**config.mk**
```make
export PLATFORM = sky130hd
export DESIGN_NAME = div16by8_seq
export DESIGN_NICKNAME = d
export VERILOG_FILES = /design/src/rtl/div16by8_seq.sv
export SDC_FILE = /design/constraint.sdc
export NUM_CORES = 1
export LEC_CHECK = 0
export CAP_MARGIN = 25
export CORE_MARGIN = 2
export CORE_UTILIZATION = 54
export DETAILED_ROUTE_END_ITERATION = 16
export PLACE_DENSITY = 0.85
export RECOVER_POWER = 25
export SYNTH_ARGS = -nofsm -noshare
export SYNTH_HDL_FRONTEND = slang
export SYNTH_SLANG_ARGS = --single-unit
```
**constraint.sdc**
```tcl
create_clock -name clk -period 4.6 [get_ports clk]
set_input_delay 0.46 -clock clk [delete_from_list [all_inputs] [get_ports clk]]
set_output_delay 0.46 -clock clk [all_outputs]
set_load 0.05 [all_outputs]
```
**src/rtl/div16by8_seq.sv**
```systemverilog
// Sequential radix-2 restoring divider, one quotient bit per clock.
// Valid/ready handshakes on both sides; outputs come straight from registers.
module div16by8_seq #(
  parameter int DW = 16,
  parameter int VW = 8
) (
  input  logic          clk,
  input  logic          rst,
  input  logic          in_valid,
  output logic          in_ready,
  input  logic [DW-1:0] dividend,
  input  logic [VW-1:0] divisor,
  output logic          out_valid,
  input  logic          out_ready,
  output logic [DW-1:0] quotient,
  output logic [VW-1:0] remainder,
  output logic          div_by_zero
);

  localparam int CW = $clog2(DW + 1);
  localparam logic [CW-1:0] LAST = CW'(DW - 1);

  typedef enum logic [1:0] {
    IDLE,
    CALC,
    DONE
  } state_e;

  state_e state_q, state_d;

  // Partial remainder stays below D after every step, so its top bit
  // is always zero; the extra bit only exists in the trial value t.
  logic [VW-1:0] r_q, r_d;
  logic [DW-1:0] q_q, q_d;
  logic [VW-1:0] d_q, d_d;
  logic [CW-1:0] cnt_q, cnt_d;
  logic          dbz_q, dbz_d;

  logic [VW:0] t;
  logic [VW:0] diff;
  logic        ge;

  always_comb begin
    t    = {r_q, q_q[DW-1]};
    diff = t - {1'b0, d_q};
    ge   = (t >= {1'b0, d_q});
  end

  always_comb begin
    state_d = state_q;
    r_d     = r_q;
    q_d     = q_q;
    d_d     = d_q;
    cnt_d   = cnt_q;
    dbz_d   = dbz_q;
    unique case (state_q)
      IDLE: begin
        if (in_valid) begin
          q_d   = dividend;
          d_d   = divisor;
          r_d   = '0;
          cnt_d = '0;
          if (divisor == '0) begin
            dbz_d   = 1'b1;
            q_d     = '1;
            state_d = DONE;
          end else begin
            dbz_d   = 1'b0;
            state_d = CALC;
          end
        end
      end
      CALC: begin
        r_d   = ge ? diff[VW-1:0] : t[VW-1:0];
        q_d   = {q_q[DW-2:0], ge};
        cnt_d = cnt_q + CW'(1);
        if (cnt_q == LAST) begin
          state_d = DONE;
        end
      end
      DONE: begin
        if (out_ready) begin
          state_d = IDLE;
        end
      end
      default: begin
        state_d = IDLE;
      end
    endcase
  end

  always_ff @(posedge clk or posedge rst) begin
    if (rst) begin
      state_q <= IDLE;
      r_q     <= '0;
      q_q     <= '0;
      d_q     <= '0;
      cnt_q   <= '0;
      dbz_q   <= 1'b0;
    end else begin
      state_q <= state_d;
      r_q     <= r_d;
      q_q     <= q_d;
      d_q     <= d_d;
      cnt_q   <= cnt_d;
      dbz_q   <= dbz_d;
    end
  end

  assign in_ready    = (state_q == IDLE);
  assign out_valid   = (state_q == DONE);
  assign quotient    = q_q;
  assign remainder   = r_q;
  assign div_by_zero = dbz_q;

endmodule

```
==> results of run 1 <==
[logic make-up after synthesis]
| group | Yosys count | share of synthesized area (%) |
|---|---|---|
| simple gates | 88 | 20.0 |
| buf+inv | 29 | 5.87 |
| flops | 40 | 41.9 |
| xor+xnor | 3 | 1.10 |
| fa+ha+maj | 11 | 6.08 |
| compound gates | 77 | 22.9 |
| mux | 5 | 2.10 |
[registers in the layout (all words and copies together) (netlist names)]
| name | count |
|---|---|
| d_q | 8 |
| quotient | 16 |
| state_q | 2 |
| cnt_q | 5 |
| div_by_zero | 1 |
| remainder | 8 |
[layout make-up]
cell class | count | area (µm²)
repair buffers | 56 | 552
flip-flops and latches | 40 | 1000
well taps | 52 | 65.1
clock inverters | 3 | 42.5
fillers | 358 | 1260
inverters | 13 | 48.8
clock buffers | 5 | 68.8
multi-input cells | 184 | 1250
[cell usage in the layout, fill, tap and decap left out, types with 2 or more instances in the layout]
cell type / instances
o21a_1: 2
nand3b_1: 16
o31ai_1: 3
nand4_1: 2
a311oi_1: 2
ha_1: 10
o21ai_0: 19
a32oi_1: 3
mux2i_1: 5
inv_1: 13
clkbuf_8: 5
nor2_1: 6
a21oi_1: 18
nand2b_1: 3
clkdlybuf4s50_1: 53
nand2_1: 37
nand3_1: 3
nor2b_1: 8
a22o_1: 3
nor3_1: 3
a211o_2: 15
a22oi_1: 2
xnor2_1: 2
dfrtp_1: 40
[cell usage after synthesis (2+ instances only)]
cell	instances	share of area, %
xnor2_1	2	0.73
nor2b_1	8	2.1
nand3b_1	16	5.0
o31ai_1	3	0.94
nand2b_1	3	0.79
nand4_1	2	0.52
ha_1	10	5.2
o21ai_0	19	4.0
buf_6	2	0.94
nand3_1	3	0.63
clkbuf_1	8	1.3
a22o_1	3	1.1
a211o_2	15	6.3
dfrtp_1	40	42
a21oi_1	18	3.8
nand2_1	37	5.8
inv_1	13	2.0
a311oi_1	2	0.73
buf_2	5	1.0
nor3_1	3	0.63
o21a_1	2	0.63
a32oi_1	3	1.1
a22oi_1	2	0.63
nor2_1	6	0.94
mux2i_1	5	2.1
[critical path, stage by stage, from the launching register on]
cell	delay, ns
dfrtp_1	0.73
nor2_1	0.38
clkdlybuf4s50_1	0.86
[routing by layer]
metal	routed length [µm]	vias up
li1	-	996
met1	2510	1026
met2	2720	91
met3	380	13
met4	112	0
met5	0	-
[worst paths after layout]
path | from | endpoint | cells after the start
max in group asynchronous | rst | cnt_q[1]$_DFFE_PP0P_ | 3
worst max-delay path | state_q[0]$_DFFE_PP0P_ | in_ready | 2
worst min-delay path | cnt_q[4]$_DFFE_PP0P_ | cnt_q[4]$_DFFE_PP0P_ | 2
min in group asynchronous | rst | d_q[7]$_DFFE_PP0P_ | 3
worst min register to register | cnt_q[4]$_DFFE_PP0P_ | cnt_q[4]$_DFFE_PP0P_ | 2
worst max register to register | state_q[0]$_DFFE_PP0P_ | remainder[7]$_DFFE_PP0P_ | 5
[metrics by stage]
step                area, µm²  utilization (%)  hold slack, ns  setup WS [ns]  instances
global route             3030             70.5           0.523           1.60        353
detailed placement       2920             68.0           0.471           2.05        345
finish                   3030             70.5           0.486           1.88        353
CTS                      3030             70.6           0.489           1.88        353
floorplan                2390                -           0.443           2.51        253
global placement         2920             68.0           0.463           2.17        345
==> impl_metrics.json, run 1 <==
{
  "die-area_um2": 4970,
  "final-setup-viol-count": 0,
  "cts_resized": 0,
  "worst-r2r-setup-slack_ns": 2.42,
  "ys.flop_type": "dfrtp_1",
  "gr-usage-met3_pct": 5.48,
  "clockRootBuffer": "clkbuf_8",
  "synth_seq_cells": 40,
  "totalWireLength_um": 5720,
  "rsz0062_at_grt": "false",
  "drt_iter0_drc": 102,
  "grt_pass1_wl_um": 9670,
  "syn_area_um2": 2390,
  "routed_via_density": 6.02,
  "fmax_mhz": 367,
  "layout-drive-gt1-share_pct": 10.6,
  "arrival_ns": 2.26,
  "hold_class": "flip-flop to flip-flop",
  "syn_avg_cell_area_um2": 9.44,
  "synthDistinctLibCells": 48,
  "layout_worst_path_cycle_share_pct": 59.2,
  "vias": 2126,
  "fin_nets": 339,
  "top_usage_layer": "met2",
  "clk_pin_slew_ns": 0.08,
  "hold_violations": 0,
  "ys_seq_area_share_pct": 41.9,
  "io_pins": 55,
  "startpoint_type": "flip-flop",
  "core_um2": 4290,
  "die_w_um": 70.5,
  "post-cts-setup-buffer-count": 0,
  "path_class": "flip-flop to output port",
  "syn_inst": 253,
  "antenna_found_initial": 0,
  "rows": 24,
  "grt_usage_pct": 24.2,
  "fin_crit_ns": 2.72,
  "numCtsBuffers": 5,
  "dpl.hpwl_um": 4060,
  "met1_usage_pct": 32.3,
  "required_ns": 4.14,
  "use_met2_pct": 39.5,
  "fp.dieH_um": 70.5,
  "cp-end-kind": "output port",
  "io_buffer_count": 54,
  "worstSkewPairLatency_ns": 0.29,
  "postRouteAntennaNets": 0,
  "synth_nets": 292,
  "ctsLongestPathBuffers": 2,
  "cap_violations": 1,
  "htreeDepth": 2,
  "worst_pin_slew_ns": 2.10,
  "maxSlewViolCount": 41,
  "dr.pass1.iters": 5,
  "holdBufCountCts": 0,
  "start_util_pct": 55.6,
  "syn2layout_area_growth_pct": 26.8,
  "tns_ns": 0,
  "cts_tree": "built",
  "place.gp.congestion": 0.930,
  "outcome": "finished, violations left",
  "slew-limit-headroom_pct": -40.0,
  "grt_max_degree": 41,
  "fin_skew_ns": 0.00504,
  "grt-ovfl-total": 0,
  "clock_sinks": 40,
  "violations": "capacitance limit, slew limit",
  "wl_per_cell_um": 16.2,
  "synth-edff-count": 0,
  "yosysWarnings": 0,
  "path_max_fanout": 36,
  "grt_pass1_vias": 2079,
  "drc": 0,
  "ys_async_sr_fraction_pct": 100,
  "diodes": 0
}
Power of run 1 is left out: the tool's default activity adds up to more than one toggle a clock period on the data nets, which glitch-free logic cannot reach.
==> run 2: changes to the inputs <==
--- a/config.mk
+++ b/config.mk
@@ -7,9 +7,9 @@
 export LEC_CHECK = 0
 export CAP_MARGIN = 25
 export CORE_MARGIN = 2
-export CORE_UTILIZATION = 54
+export CORE_UTILIZATION = 50
 export DETAILED_ROUTE_END_ITERATION = 16
-export PLACE_DENSITY = 0.85
+export PLACE_DENSITY = 0.8
 export RECOVER_POWER = 25
 export SYNTH_ARGS = -nofsm -noshare
 export SYNTH_HDL_FRONTEND = slang
==> constraint.sdc (replaced) <==
create_clock -name clk -period 2.78 [get_ports clk]
set_input_delay 0.278 -clock clk [delete_from_list [all_inputs] [get_ports clk]]
set_output_delay 0.278 -clock clk [all_outputs]
set_load 0.05 [all_outputs]
==> impl_metrics.json, run 2 (synthesized netlist as in run 1, its figures left out) <==
{
  "grt_usage_pct": 21.8,
  "arrival_ns": 2.12,
  "grt_max_degree": 41,
  "slew-limit-headroom_pct": 36.3,
  "final_core_util_pct": 65.6,
  "cp-end-kind": "output port",
  "rsz0062_at_grt": "false",
  "path_max_fanout": 21,
  "nFillCells": 390,
  "die-area_um2": 5350,
  "totalWireLength_um": 5430,
  "io_buffer_count": 54,
  "final-setup-viol-count": 0,
  "postRouteAntennaNets": 0,
  "die_w_um": 73.1,
  "clk_pin_slew_ns": 0.07,
  "hold_class": "flip-flop to flip-flop",
  "numCtsBuffers": 5,
  "dpl.hpwl_um": 3910,
  "grt_pass1_vias": 1936,
  "fin_skew_ns": 0.00600,
  "tns_ns": 0,
  "p_leak_nw": 1.37,
  "vias": 2047,
  "fin_crit_ns": 2.40,
  "layout_worst_path_cycle_share_pct": 86.4,
  "layout-drive-gt1-share_pct": 11.8,
  "wl_met1_um": 2420,
  "core_um2": 4660,
  "finalPower_mw": 4.54,
  "final_cell_mix": "clkdlybuf4s50_1 (53), dfrtp_1 (40), nand2_1 (37), o21ai_0 (19), a21oi_1 (18)",
  "path_class": "flip-flop to output port",
  "worst_pin_slew_ns": 0.955,
  "ctsLongestPathBuffers": 2,
  "placedCellCount": 350,
  "htreeDepth": 2,
  "diodes": 0,
  "cts_tree": "built",
  "io_pins": 55,
  "syn2layout_area_growth_pct": 27.9,
  "hold_violations": 0,
  "drc": 0,
  "drt_iter0_drc": 153,
  "dr.pass1.iters": 4,
  "start_util_pct": 51.2,
  "grt_pass1_wl_um": 8930,
  "clock_sinks": 40,
  "antenna_found_initial": 0,
  "holdBufCountCts": 0,
  "maxSlewViolCount": 0,
  "clockRootBuffer": "clkbuf_8",
  "required_ns": 2.50,
  "top_layer": "met4",
  "worstSkewPairLatency_ns": 0.30,
  "largest_register_ffs": 16,
  "mostFrequentLayoutCell": "clkdlybuf4s50_1",
  "fmax_mhz": 416,
  "routed_via_density": 5.72,
  "wl_met3_um": 379,
  "place.gp.congestion": 0.879,
  "cellPowerDensity_nw_per_um2": 1480,
  "vdd_drop_max_v": 0.00108,
  "routed-wl-met2_um": 2520,
  "final_cells": 358,
  "grt-ovfl-total": 0,
  "wl_per_cell_um": 15.2,
  "cts_resized": 0,
  "rows": 25,
  "fin_nets": 342,
  "post-cts-setup-buffer-count": 0,
  "fp.dieH_um": 73.1,
  "cap_violations": 0,
  "startpoint_type": "flip-flop",
  "outcome": "finished, final reports clean"
}
-- run 2: cell types whose count changed in the layout (fill, tap and decap cells not counted), sizes merged --
cell	previous run	this run
buf	1	4
-- run 2: metal layers --
layer	global-route usage, %	vias to the layer above
met4	8.02	0
met1	29.0	963
li1	-	1006
met5	0	-
met3	4.42	9
met2	35.3	69
-- run 2: power by group --
part | internal [mW] | total [mW] | switching (mW)
combinational | 1.23 | 2.95 | 1.72
sequential | 0.871 | 1.12 | 0.244
clock | 0.265 | 0.469 | 0.203
-- run 2: critical path, cell delays in order (launching register included) --
cell,delay (ns)
dfrtp_1,0.75
nor2b_1,0.25
clkdlybuf4s50_1,0.83
-- run 2: worst paths after layout --
path | from | endpoint | slack (ns) | cells past startpoint
hold / removal | cnt_q[4]$_DFFE_PP0P_ | cnt_q[4]$_DFFE_PP0P_ | 0.49 | 2
setup reg to reg | remainder[5]$_DFFE_PP0P_ | remainder[1]$_DFFE_PP0P_ | 0.77 | 6
min in group asynchronous | rst | quotient[2]$_DFFE_PP0P_ | 0.71 | 3
setup / recovery | state_q[1]$_DFFE_PP0P_ | out_valid | 0.38 | 2
max in group asynchronous | rst | cnt_q[4]$_DFFE_PP0P_ | 1.48 | 3
hold reg to reg | cnt_q[4]$_DFFE_PP0P_ | cnt_q[4]$_DFFE_PP0P_ | 0.49 | 2
-- run 2: stage by stage --
step / worst slack, ns / hold WS, ns / instance area (µm²)
finish: 0.378 / 0.489 / 3060
global route: 0.306 / 0.525 / 3060
CTS: 0.392 / 0.415 / 3060
detailed placement: 0.698 / 0.471 / 2950
global placement: 0.723 / 0.462 / 2950
floorplan: 0.686 / 0.383 / 2390
-- run 2: area by class of cell --
type / instances / area [µm²] / share of cell area, %
clock buffer: 5 / 68.8 / 2.25
clock inverter: 3 / 42.5 / 1.39
inverter: 13 / 48.8 / 1.60
multi-input combinational: 184 / 1250 / 41.0
sequential: 40 / 1000 / 32.8
tap: 54 / 67.6 / 2.21
timing repair buffer: 59 / 576 / 18.8
No activity file was read; power rests on OpenSTA's default activity.
==> run 3: changes to the inputs <==
--- a/config.mk
+++ b/config.mk
@@ -9,6 +9,7 @@
 export CORE_MARGIN = 2
 export CORE_UTILIZATION = 50
 export DETAILED_ROUTE_END_ITERATION = 16
+export GPL_TIMING_DRIVEN = 0
 export PLACE_DENSITY = 0.8
 export RECOVER_POWER = 25
 export SYNTH_ARGS = -nofsm -noshare
==> impl_metrics.json, run 3 (synthesized netlist as in run 1, its figures left out) <==
{
  "start_util_pct": 51.2,
  "hold_violations": 0,
  "syn2layout_area_growth_pct": 29.5,
  "rows": 25,
  "clockRootBuffer": "clkbuf_8",
  "vias": 2122,
  "pwr-share-comb_pct": 65.8,
  "cellPowerDensity_nw_per_um2": 1480,
  "layout-drive-gt1-share_pct": 11.8,
  "rsz0062_at_grt": "false",
  "place.gp.congestion": 0.843,
  "fin_nets": 352,
  "tns_ns": 0,
  "fp.dieH_um": 73.1,
  "required_ns": 2.50,
  "totalWireLength_um": 5610,
  "layout_worst_path_cycle_share_pct": 78.9,
  "violations": "capacitance limit, slew limit",
  "grt_pass1_vias": 1949,
  "wl_per_cell_um": 15.2,
  "path_class": "flip-flop to output port",
  "switching_share_pct": 47.7,
  "nFillCells": 392,
  "final_core_util_pct": 66.4,
  "hold_class": "flip-flop to flip-flop",
  "clk_pin_slew_ns": 0.08,
  "cts_resized": 0,
  "slew-limit-headroom_pct": -2.00,
  "p_leak_nw": 1.39,
  "fin_crit_ns": 2.19,
  "core_um2": 4660,
  "routed_via_density": 5.77,
  "die-area_um2": 5350,
  "seq_power_share_pct": 23.8,
  "io_pins": 55,
  "stdcell_area_um2": 3090,
  "grt_usage_pct": 22.0,
  "grt-ovfl-total": 0,
  "maxSlewViolCount": 41,
  "dpl_cell_area_um2": 2990,
  "p_switching_mw": 2.18,
  "clock_sinks": 40,
  "drc": 0,
  "vdd_drop_max_v": 0.000982,
  "arrival_ns": 1.92,
  "largest_register_ffs": 16,
  "fin_skew_ns": 0.00337,
  "grt_max_degree": 41,
  "postRouteAntennaNets": 0,
  "holdBufCountCts": 0,
  "final-setup-viol-count": 0,
  "numCtsBuffers": 5,
  "outcome": "finished, violations left",
  "final_cell_mix": "clkdlybuf4s50_1 (52), dfrtp_1 (40), nand2_1 (37), o21ai_0 (19), a21oi_1 (18)",
  "seqCellArea_um2": 1000,
  "grt_pass1_wl_um": 9230,
  "post-cts-setup-buffer-count": 0,
  "cp-end-kind": "output port",
  "io_buffer_count": 53,
  "antenna_found_initial": 0,
  "fmax_mhz": 456,
  "die_w_um": 73.1,
  "dr.pass1.iters": 4,
  "cap_violations": 1,
  "htreeDepth": 2,
  "mostFrequentLayoutCell": "clkdlybuf4s50_1",
  "worst_pin_slew_ns": 1.53,
  "worstSkewPairLatency_ns": 0.29,
  "path_max_fanout": 9,
  "startpoint_type": "flip-flop",
  "multi_input_area_um2": 1250,
  "dpl.hpwl_um": 4100,
  "diodes": 0,
  "ctsLongestPathBuffers": 2,
  "cts_tree": "built",
  "intPower_mw": 2.39,
  "power.share.clock_pct": 10.4,
  "drt_iter0_drc": 88
}
==> run 3: cell count changes in the layout (fill, tap and decap cells not counted), sizes merged <==
cell           delta
clkbuf            +9
buf               +3
clkinvlp          -1
clkdlybuf4s50     -1
==> run 3: worst paths after layout <==
check | from | to | slack, ns | cells past startpoint
worst max-delay path | state_q[0]$_DFFE_PP0P_ | in_ready | 0.59 | 3
worst min-delay path | div_by_zero$_DFFE_PP0P_ | div_by_zero$_DFFE_PP0P_ | 0.48 | 1
worst max register to register | remainder[3]$_DFFE_PP0P_ | remainder[1]$_DFFE_PP0P_ | 0.80 | 6
worst min register to register | div_by_zero$_DFFE_PP0P_ | div_by_zero$_DFFE_PP0P_ | 0.48 | 1
max in group asynchronous | rst | remainder[7]$_DFFE_PP0P_ | 1.00 | 2
min in group asynchronous | rst | d_q[7]$_DFFE_PP0P_ | 0.88 | 2
==> run 3: metal layers <==
layer,part of all wire [%],global-route usage (%),vias up
met5,0,0,-
met4,0.75,3.70,0
met3,5.6,4.56,6
met2,47,35.7,75
met1,47,30.7,1013
li1,-,-,1028
==> run 3: through the flow <==
step,setup slack [ns],power (mW),cells,hold slack (ns)
floorplan,0.686,3.32,253,0.383
global placement,0.732,4.02,360,0.464
detailed placement,0.771,4.09,360,0.469
CTS,0.602,4.58,368,0.484
global route,0.544,4.91,368,0.501
finish,0.586,4.57,368,0.482
==> run 3: worst max-delay path, stage by stage (launching register included) <==
cell and delay (ns):
dfrtp_1 0.36, buf_2 0.16, nor2_1 0.23, clkdlybuf4s50_1 0.87
==> run 3: power groups by stage <==
stage | clock, mW | combinational (mW) | sequential, mW
after floorplan | 0 | 1.68 | 1.64
after global placement | 0 | 2.93 | 1.09
after detailed placement | 0 | 2.99 | 1.10
after CTS | 0.481 | 3.01 | 1.09
after global routing | 0.502 | 3.28 | 1.13
final | 0.473 | 3.00 | 1.09
==> run 3: cell type report <==
cell class	count	area share [%]
Sequential cell	40	32.3
Multi-Input combinational cell	184	40.3
Tap cell	54	2.18
Clock inverter	2	1.13
Timing Repair Buffer	53	17.1
Clock buffer	6	2.35
Inverter	13	1.58
Buffer	16	2.95
